## config.mk

```make
export PLATFORM = sky130hd
export DESIGN_NAME = bilinear_coord_gen
export DESIGN_NICKNAME = d
export VERILOG_FILES = /design/src/rtl/bilinear_pkg.sv /design/src/rtl/bilinear_axis_map.sv /design/src/rtl/bilinear_coord_gen.sv
export SDC_FILE = /design/constraint.sdc
export NUM_CORES = 2
export LEC_CHECK = 0
export BUFFER_PORTS_ARGS = -buffer_cell sky130_fd_sc_hd__buf_2
export CAP_MARGIN = 25
export CORE_MARGIN = 2
export CORE_UTILIZATION = 45
export CTS_BUF_LIST = sky130_fd_sc_hd__clkbuf_16
export DETAILED_ROUTE_END_ITERATION = 8
export SYNTH_ARGS = -nofsm -noshare
export SYNTH_HDL_FRONTEND = slang
export SYNTH_HIERARCHICAL = 1
export SYNTH_SLANG_ARGS = --single-unit
```

## constraint.sdc

```tcl
create_clock -name clk -period 9.2 [get_ports clk]
set_input_delay 0.46 -clock clk [delete_from_list [all_inputs] [get_ports clk]]
set_output_delay 0.46 -clock clk [all_outputs]
set_load 0.03 [all_outputs]
```

## src/rtl/bilinear_pkg.sv

```systemverilog
// Constants and FSM encoding shared by the bilinear scaler front end and bilinear_cal.
package bilinear_pkg;

   localparam int FRAC_W   = 9;
   localparam int COEF_ONE = 512;
   localparam int COEF_W   = 10;
   localparam int PIX_W    = 8;

   typedef enum logic [1:0] {
      IDLE  = 2'd0,
      RUN   = 2'd1,
      DRAIN = 2'd2
   } state_t;

endpackage

```

## src/rtl/bilinear_axis_map.sv

```systemverilog
// One axis of the coordinate decode: integer/fraction split, edge clamp and weight pair.
module bilinear_axis_map
   import bilinear_pkg::*;
#(
   parameter int DIM_W = 11
) (
   input  logic [DIM_W+FRAC_W-1:0] i_acc,
   input  logic [DIM_W-1:0]        i_n,
   output logic [DIM_W-1:0]        o_p0,
   output logic [DIM_W-1:0]        o_p1,
   output logic [COEF_W-1:0]       o_w0,
   output logic [COEF_W-1:0]       o_w1
);

   logic [DIM_W-1:0]  w_int;
   logic [FRAC_W-1:0] w_frac;
   logic [DIM_W-1:0]  w_last;
   logic [DIM_W:0]    w_next;

   assign w_int  = i_acc[DIM_W+FRAC_W-1:FRAC_W];
   assign w_frac = i_acc[FRAC_W-1:0];
   assign w_last = i_n - DIM_W'(1);
   // One extra bit so the right/bottom neighbour of index 2047 cannot wrap to 0.
   assign w_next = {1'b0, w_int} + (DIM_W+1)'(1);

   assign o_p0 = (w_int > w_last) ? w_last : w_int;
   assign o_p1 = (w_next > {1'b0, w_last}) ? w_last : w_next[DIM_W-1:0];
   assign o_w0 = COEF_W'(COEF_ONE) - COEF_W'(w_frac);
   assign o_w1 = COEF_W'(w_frac);

endmodule

```

## src/rtl/bilinear_coord_gen.sv

```systemverilog
// Destination raster walker: maps each output pixel to a 2x2 source neighbourhood,
// issues four RAM reads and presents pixels plus weights to bilinear_cal with en_b.
module bilinear_coord_gen #(
   parameter int DIM_W  = 11,
   parameter int FRAC_W = 9,
   parameter int ADDR_W = 20
) (
   input  logic                              clk,
   input  logic                              rst_n,
   input  logic                              start,
   input  logic [DIM_W-1:0]                  src_w,
   input  logic [DIM_W-1:0]                  src_h,
   input  logic [DIM_W-1:0]                  dst_w,
   input  logic [DIM_W-1:0]                  dst_h,
   input  logic [DIM_W+FRAC_W-1:0]           step_x,
   input  logic [DIM_W+FRAC_W-1:0]           step_y,
   output logic                              busy,
   output logic                              done,
   output logic                              rd_en,
   output logic [ADDR_W-1:0]                 rd_addr0,
   output logic [ADDR_W-1:0]                 rd_addr1,
   output logic [ADDR_W-1:0]                 rd_addr2,
   output logic [ADDR_W-1:0]                 rd_addr3,
   input  logic [bilinear_pkg::PIX_W-1:0]    rd_data0,
   input  logic [bilinear_pkg::PIX_W-1:0]    rd_data1,
   input  logic [bilinear_pkg::PIX_W-1:0]    rd_data2,
   input  logic [bilinear_pkg::PIX_W-1:0]    rd_data3,
   output logic [bilinear_pkg::COEF_W-1:0]   coefficient1,
   output logic [bilinear_pkg::COEF_W-1:0]   coefficient2,
   output logic [bilinear_pkg::COEF_W-1:0]   coefficient3,
   output logic [bilinear_pkg::COEF_W-1:0]   coefficient4,
   output logic [bilinear_pkg::PIX_W-1:0]    doutbx,
   output logic [bilinear_pkg::PIX_W-1:0]    doutbx1,
   output logic [bilinear_pkg::PIX_W-1:0]    doutby,
   output logic [bilinear_pkg::PIX_W-1:0]    doutby1,
   output logic                              en_b,
   output logic [1:0]                        o_dbg_state
);
   import bilinear_pkg::*;

   localparam int ACC_W = DIM_W + FRAC_W;

   state_t              r_state;
   logic [DIM_W-1:0]    r_src_w, r_src_h, r_dst_w, r_dst_h;
   logic [ACC_W-1:0]    r_step_x, r_step_y;
   logic [ACC_W-1:0]    r_acc_x, r_acc_y;
   logic [DIM_W-1:0]    r_out_x, r_out_y;
   logic                r_busy, r_done;

   logic                r_s0_v;
   logic [ACC_W-1:0]    r_s0_acc_x, r_s0_acc_y;

   logic                r_s1_v;
   logic [DIM_W-1:0]    r_s1_x0, r_s1_x1;
   logic [ADDR_W-1:0]   r_s1_row0, r_s1_row1;
   logic [COEF_W-1:0]   r_s1_cx0, r_s1_cx1, r_s1_cy0, r_s1_cy1;

   logic [COEF_W-1:0]   r_s2_c1, r_s2_c2, r_s2_c3, r_s2_c4;
   logic                r_s3_v;
   logic [COEF_W-1:0]   r_s3_c1, r_s3_c2, r_s3_c3, r_s3_c4;

   logic [DIM_W-1:0]    w_x0, w_x1, w_y0, w_y1;
   logic [COEF_W-1:0]   w_cx0, w_cx1, w_cy0, w_cy1;
   logic [ADDR_W-1:0]   w_prod0, w_prod1;
   logic                w_pipe_empty;

   assign busy        = r_busy;
   assign done        = r_done;
   assign o_dbg_state = r_state;
   // Only the output stage is still occupied: this is the edge that retires the last pixel.
   assign w_pipe_empty = en_b && !r_s0_v && !r_s1_v && !rd_en && !r_s3_v;

   always_ff @(posedge clk or negedge rst_n) begin
      if (!rst_n) begin
         r_state    <= IDLE;
         r_src_w    <= '0;
         r_src_h    <= '0;
         r_dst_w    <= '0;
         r_dst_h    <= '0;
         r_step_x   <= '0;
         r_step_y   <= '0;
         r_acc_x    <= '0;
         r_acc_y    <= '0;
         r_out_x    <= '0;
         r_out_y    <= '0;
         r_busy     <= 1'b0;
         r_done     <= 1'b0;
         r_s0_v     <= 1'b0;
         r_s0_acc_x <= '0;
         r_s0_acc_y <= '0;
      end else begin
         r_done <= 1'b0;
         r_s0_v <= 1'b0;
         case (r_state)
            IDLE: begin
               if (start && !r_done) begin
                  r_src_w  <= src_w;
                  r_src_h  <= src_h;
                  r_dst_w  <= dst_w;
                  r_dst_h  <= dst_h;
                  r_step_x <= step_x;
                  r_step_y <= step_y;
                  r_acc_x  <= '0;
                  r_acc_y  <= '0;
                  r_out_x  <= '0;
                  r_out_y  <= '0;
                  r_busy   <= 1'b1;
                  r_state  <= RUN;
               end
            end
            RUN: begin
               r_s0_v     <= 1'b1;
               r_s0_acc_x <= r_acc_x;
               r_s0_acc_y <= r_acc_y;
               if (r_out_x == r_dst_w - DIM_W'(1)) begin
                  r_out_x <= '0;
                  r_acc_x <= '0;
                  r_acc_y <= r_acc_y + r_step_y;
                  r_out_y <= r_out_y + DIM_W'(1);
                  if (r_out_y == r_dst_h - DIM_W'(1)) r_state <= DRAIN;
               end else begin
                  r_out_x <= r_out_x + DIM_W'(1);
                  r_acc_x <= r_acc_x + r_step_x;
               end
            end
            DRAIN: begin
               if (w_pipe_empty) begin
                  r_done  <= 1'b1;
                  r_busy  <= 1'b0;
                  r_state <= IDLE;
               end
            end
            default: r_state <= IDLE;
         endcase
      end
   end

   bilinear_axis_map #(.DIM_W(DIM_W)) u_map_x (
      .i_acc (r_s0_acc_x),
      .i_n   (r_src_w),
      .o_p0  (w_x0),
      .o_p1  (w_x1),
      .o_w0  (w_cx0),
      .o_w1  (w_cx1)
   );

   bilinear_axis_map #(.DIM_W(DIM_W)) u_map_y (
      .i_acc (r_s0_acc_y),
      .i_n   (r_src_h),
      .o_p0  (w_y0),
      .o_p1  (w_y1),
      .o_w0  (w_cy0),
      .o_w1  (w_cy1)
   );

   assign w_prod0 = ADDR_W'(w_y0) * ADDR_W'(r_src_w);
   assign w_prod1 = ADDR_W'(w_y1) * ADDR_W'(r_src_w);

   always_ff @(posedge clk or negedge rst_n) begin
      if (!rst_n) begin
         r_s1_v       <= 1'b0;
         r_s1_x0      <= '0;
         r_s1_x1      <= '0;
         r_s1_row0    <= '0;
         r_s1_row1    <= '0;
         r_s1_cx0     <= '0;
         r_s1_cx1     <= '0;
         r_s1_cy0     <= '0;
         r_s1_cy1     <= '0;
         rd_en        <= 1'b0;
         rd_addr0     <= '0;
         rd_addr1     <= '0;
         rd_addr2     <= '0;
         rd_addr3     <= '0;
         r_s2_c1      <= '0;
         r_s2_c2      <= '0;
         r_s2_c3      <= '0;
         r_s2_c4      <= '0;
         r_s3_v       <= 1'b0;
         r_s3_c1      <= '0;
         r_s3_c2      <= '0;
         r_s3_c3      <= '0;
         r_s3_c4      <= '0;
         en_b         <= 1'b0;
         doutbx       <= '0;
         doutbx1      <= '0;
         doutby       <= '0;
         doutby1      <= '0;
         coefficient1 <= '0;
         coefficient2 <= '0;
         coefficient3 <= '0;
         coefficient4 <= '0;
      end else begin
         r_s1_v <= r_s0_v;
         if (r_s0_v) begin
            r_s1_x0   <= w_x0;
            r_s1_x1   <= w_x1;
            r_s1_row0 <= w_prod0;
            r_s1_row1 <= w_prod1;
            r_s1_cx0  <= w_cx0;
            r_s1_cx1  <= w_cx1;
            r_s1_cy0  <= w_cy0;
            r_s1_cy1  <= w_cy1;
         end
         rd_en <= r_s1_v;
         if (r_s1_v) begin
            rd_addr0 <= r_s1_row0 + ADDR_W'(r_s1_x0);
            rd_addr1 <= r_s1_row0 + ADDR_W'(r_s1_x1);
            rd_addr2 <= r_s1_row1 + ADDR_W'(r_s1_x0);
            rd_addr3 <= r_s1_row1 + ADDR_W'(r_s1_x1);
            r_s2_c1  <= r_s1_cx0;
            r_s2_c2  <= r_s1_cx1;
            r_s2_c3  <= r_s1_cy0;
            r_s2_c4  <= r_s1_cy1;
         end
         // Weights ride alongside the RAM access so they line up with rd_data.
         r_s3_v <= rd_en;
         if (rd_en) begin
            r_s3_c1 <= r_s2_c1;
            r_s3_c2 <= r_s2_c2;
            r_s3_c3 <= r_s2_c3;
            r_s3_c4 <= r_s2_c4;
         end
         en_b <= r_s3_v;
         if (r_s3_v) begin
            doutbx       <= rd_data0;
            doutbx1      <= rd_data1;
            doutby       <= rd_data2;
            doutby1      <= rd_data3;
            coefficient1 <= r_s3_c1;
            coefficient2 <= r_s3_c2;
            coefficient3 <= r_s3_c3;
            coefficient4 <= r_s3_c4;
         end
      end
   end

endmodule

```

-- Word level (Yosys, flattened, before mapping)
Index checks and enable logic that the tools add are counted.
- $add $sub $neg: 16
- $mul: 2
- order comparisons: 4
- equal/unequal tests: 8
- muxes and demuxes: 25
- reduce and logical (&&, ||, !) cells: 18
- operators by type and width (kind ; number):
    20-bit by 11-bit adder with 20-bit output ; 4
    20-bit case mux with 2 select lines ; 2
    11-bit two-way mux ; 7
    20-bit two-way mux ; 3
    11-bit case mux with 2 select lines ; 2
    11-bit by 1-bit subtractor with 11-bit output, second input constant ; 4
    20-bit adder ; 2
    11-bit by 11-bit multiplier with 20-bit output ; 2
    11-bit by 1-bit adder with 12-bit output, second input constant ; 2
    12-bit by 11-bit greater-than comparator with 1-bit output ; 2
    11-bit by 1-bit adder with 11-bit output, second input constant ; 2
    11-bit equality test ; 2
    11-bit greater-than comparator ; 2
    10-bit by 9-bit subtractor with 10-bit output, first input constant ; 2
    2-bit two-way mux ; 4
    2-bit != test, second input constant ; 4
    2-bit case mux with 3 select lines ; 1
    3-bit AND reduction ; 2
    1-bit logical AND ; 5
    1-bit zero test ; 5
    1-bit two-way mux ; 5
    2-bit AND reduction ; 2
    4-bit AND reduction ; 1
    2-bit nonzero test ; 2
    other kinds (4) ; 4
- register bits: 521

-- Logic depth before layout (Yosys ltp)
- depth in word-level cells: 7
- gate-level depth with buffers: 34

-- Modules after synthesis
Netlist, hierarchy kept.
- modules (own cells, without submodules) (module ; instances ; cells each ; area an instance (µm²)):
    bilinear_coord_gen ; 1 ; 3180 ; 32371.0
    bilinear_axis_map at u_map_x ; 1 ; 195 ; 1492.7
    bilinear_axis_map at u_map_y ; 1 ; 183 ; 1395.1

-- Worst setup path before layout
Ideal clock, no wire load.
- kind: flip-flop to flip-flop
- from: reg r_src_h[3]
- to: reg r_s1_row1[19]
- library setup time: 0.120 ns
- data arrival time: 7.612 ns
- path slack: 1.468 ns
- cell stages (with the launch flop): 31
- buffers on the path: 2
- period minus slack after synthesis: 7.732 ns
- cells stage by stage: dfrtp_1 or4_4 nor2_1 xnor2_1 ha_1 a21o_1 a21o_1 a21oi_1 o21ai_0 nand4_1 a22o_2 buf_8 mux2i_1 clkbuf_1 nand2_1 fa_1 fa_1 inv_1 fa_1 fa_1 inv_1 fa_1 inv_1 ha_1 or2_2 a21oi_1 a211oi_1 a2111oi_0 nor3_1 or3_1 a31o_2
- word-level cells in the longest chain between the ends: 4
- ends and longest elaborated chain (item ; line ; RTL):
    start: declaration ; bilinear_coord_gen.sv:44 ; logic [DIM_W-1:0] r_src_w, r_src_h, r_dst_w, r_dst_h;
    start signal: assignment ; bilinear_coord_gen.sv:98 ; r_src_h <= src_h;
    11-bit by 1-bit subtractor with 11-bit output (*) ; bilinear_axis_map.sv:22 ; assign w_last = i_n - DIM_W'(1);
    12-bit by 11-bit greater-than comparator with 1-bit output ; bilinear_axis_map.sv:27 ; assign o_p1 = (w_next > {1'b0, w_last}) ? w_last : w_next[DIM_W-1:0];
    11-bit two-way mux (*) ; bilinear_axis_map.sv:27 ;
    via w_y1[5] ; bilinear_coord_gen.sv:62 ; logic [DIM_W-1:0] w_x0, w_x1, w_y0, w_y1;
    11-bit by 11-bit multiplier with 20-bit output (*) ; bilinear_coord_gen.sv:157 ; assign w_prod1 = ADDR_W'(w_y1) * ADDR_W'(r_src_w);
    end signal: assignment ; bilinear_coord_gen.sv:199 ; r_s1_row1 <= w_prod1;
    end: declaration ; bilinear_coord_gen.sv:55 ; logic [ADDR_W-1:0] r_s1_row0, r_s1_row1;
Mark *: on every way through the listed nets, which the timed path passes. The rest lies on a longest branch.
A chain may end at the register's enable or synchronous reset.

-- Worst setup path after layout
Same ends and word-level chain as after synthesis.

==> results.txt <==
The most used flip-flop cell after synthesis is dfrtp_1. Once placement completed, the tool counted placed cells totaling 4760. The cell occurring most often along the worst timing path is fa_1. The length of the first detailed-routing pass in iterations is 5. The peak supply drop is 0.248 mV. The number of antenna violations at the first check in global routing is 3. The total track usage is 21.1%. Once the clock tree was built, the setup fixing pass inserted 0 buffers.

The global-route wire length before repair came out at 138000 um. The most numerous cell in the Yosys netlist is nand2_1. The insertion delay of the later-clocked pin in the worst-skew pair is 640 ps. The tree is rooted in a clkbuf_16. The full die area is 0.0806 mm2. After layout, the worst path uses 88.3% of the clock period. The setup path with the least slack is of type flip-flop to flip-flop.

A synthesized cell averages 9.91 um2. The H-tree was split into 2 levels. The sum of buffers and inverters on the critical path came out at 4.

The number of antenna-violating nets in the routed design is 0. The clock buffer count from CTS came out at 59. The design draws 0.0168 W.

The synthesis-to-layout area growth came out at 12.5%. Data on the critical path is required at its endpoint by 9730 ps. The final number of hold-violating endpoints came to 0. The final layout contains routed wiring with a total length of 85000 um.

The clock arrives with 41.2 ps of skew. Data on the critical path arrives at its endpoint at 8650 ps. The leakage dissipation is 19.6 nW. The footprint of the multi-input gates came out at 0.0202 mm2. The placeable core region is 0.0775 mm2. The number of standard cells after synthesis is 3558.

The number of fillers in the final layout came out at 7280. STA classifies the critical path endpoint as a flip-flop. The clock-pin slew reported for the worst setup and hold paths after clock tree synthesis came out at 50 ps. The via count came out at 25545. The post-layout net count came out at 4311.

The commonest cells after synthesis are nand2_1 (576), dfrtp_1 (529), inv_1 (301). The synthesized design contains 529 register bits. The average wire length per cell after detail routing came out at 17.4 um.

After the first detailed-routing iteration, the DRC count stood at 1317. The total grt overflow is 0. The quantity of I/O buffers inserted on ports is 276.

The number of core rows came out at 102. The min-delay analysis places its worst path in the category input port to flip-flop. The finished layout holds 4887 standard cells, fillers aside. The post-synth design cell area is 0.0353 mm2.

The share of synthesized flip-flops with an asynchronous set or reset is 100%. The worst-case headroom to the max-slew limit came out at 34.6%. The count of yosys warnings during synthesis came out at 6. Counting I/O delays and the setup requirement, the final critical path takes 8120 ps. The maximum fanout count along the critical path came out at 10.

In this run the power density over the cells is 424 mW/mm2. Yosys attributes the largest share of cell area to dfrtp_1 (38%), fa_1 (9.3%), mux2_2 (8.8%). The number of global-route vias before repair was 25271. The largest total area in the synthesized netlist belongs to dfrtp_1. The post-synthesis cell type count came out at 86. The largest net degree at the start of global routing came out at 146. The fraction of post-synthesis cell area in the top cell type by area is 37.5%.

The share of layout cells above drive strength 1 is 18.9%. The top achievable clock speed is 123 MHz. The number of top-level pins came out at 277. The delay of the slowest critical-path stage came out at 580 ps. The net count after synthesis came out at 4071. The sequential cell area fraction in the yosys report came out at 37.5%. Once the clock tree was built, the resizer swapped 0 gates to a different size.

The number of maximum-capacitance constraint violations came out at 0. The mean number of vias per cell came out at 5.23. The measured slew at the worst slew-check pin came out at 981 ps. The max-slew violation count was 0.

Measured along the x axis, the die boundary spans 284 um. The slowest stage of the critical path belongs to the cell or4_4. The final-layout setup total negative slack came out at 0 ps.

The worst setup path is launched from a flip-flop. The routability-driven placement congestion ratio is 0.871. The DRC violation count after routing is 0. The height of the chip is 284 um.

The synthesized design contains 0 enable-type register cells. The number of sinks driven by the clock tree came out at 529. The starting utilization of the core area came out at 45.5%. The flow ran to the end, and the final reports show no timing, DRC or antenna violations. The HPWL after detailed placement is 62700 um. Setup repair after global routing left no endpoint under its margin. The maximum number of buffers from clock root to sink came out at 3. Setup violations remaining at the end of the flow were counted as 0. The number of buffers inserted for hold repair after clock tree synthesis came out at 15. TritonCTS built the clock tree. The sequential standard cell area came out at 0.0132 mm2. Broken down by cell family, the worst path's largest delay share belongs to adder cells.
==> area by class of cell <==
type	count	area share, %
inverters	302	2.86
repair buffers	346	5.02
clock inverters	49	0.849
clock buffers	59	3.72
well taps	1040	3.28
multi-input cells	2560	50.9
flip-flops and latches	529	33.4
diodes	2	0.0126
==> per-layer routing <==
layer | wire length, um | vias up | part of all wire, % | track usage [%]
li1 | - | 12493 | - | -
met1 | 42000 | 12537 | 49 | 30.7
met2 | 38600 | 431 | 45 | 33.8
met3 | 3130 | 80 | 3.7 | 2.59
met4 | 1330 | 4 | 1.6 | 4.07
met5 | 27 | - | 0.032 | 0
==> path summary, 6_finish.rpt <==
kind,startpoint,slack (ps),to,cells past startpoint
setup / recovery,r_src_h[3],1080,r_s1_row1[19],29
hold reg to reg,rd_addr2[4],470,rd_addr2[4],1
setup reg to reg,r_src_h[3],1080,r_s1_row1[19],29
min in group asynchronous,rst_n,460,rd_addr1[16],2
max in group asynchronous,rst_n,6730,r_s0_acc_y[13],4
hold / removal,dst_w[0],30,r_dst_w[0],3
==> power by group <==
group	internal [W]	total [W]	switching [W]	leakage [nW]
logic	0.00455	0.0104	0.00582	12.2
registers	0.00334	0.00422	0.000885	6.46
clock network	0.00122	0.00221	0.000986	0.929
total	0.00911	0.0168	0.00769	19.6
==> metrics by stage <==
step	utilization [%]	hold WS (ps)	setup slack [ps]	instance area, um2
finish	51.2	33.5	1080	39700
global route	51.2	21.4	563	39700
CTS	51.1	0.670	1060	39600
detailed placement	48.6	465	1030	37700
global placement	48.6	457	1080	37700
floorplan	-	164	1470	35300
==> sequential cells by signal, indices dropped and copies added (netlist names), 20 cells and up <==
name	count
r_acc_y	20
r_s1_row0	20
rd_addr1	20
r_acc_x	20
rd_addr3	20
rd_addr0	20
rd_addr2	20
r_s0_acc_x	20
r_s0_acc_y	20
r_step_x	20
r_s1_row1	20
r_step_y	20
==> tightest hold or removal path: cells and delay by family <==
family,cells,cell delay (ps)
buffers and inverters,1,80
AO/OA/AOI/OAI,1,60
AND/OR/NAND/NOR,1,40
==> placed cells by master (no fill, tap or decap), drive strengths merged, types with 17 or more instances in the layout <==
master,synthesis,layout
buf,45,331
xor2,47,47
and3,36,36
ha,230,230
a21oi,118,118
dfrtp,529,529
nor2,110,110
a21o,44,44
inv,301,318
o21ai,103,103
mux2,274,274
xnor2,150,150
nor2b,30,30
clkinv,1,26
o21a,27,27
nor3,90,90
or3,29,29
nand4,35,35
mux2i,38,38
fa,164,164
nand3,65,65
o211ai,21,21
nor4,21,21
nand2,577,577
a31oi,17,17
clkbuf,122,59
a211oi,17,17
and2,145,145
==> kinds of logic after synthesis <==
family | after synthesis | synth area share (%)
other | 2 | 0.0213
and+or+nand+nor | 1199 | 16.2
adders and majority gates | 397 | 17.6
DFF | 529 | 37.5
buffers and inverters | 469 | 5.31
muxes | 312 | 9.83
xor gates and xnor gates | 199 | 5.09
AOI/OAI and AO/OA | 451 | 8.44
Power figures use the tool's default switching activity.
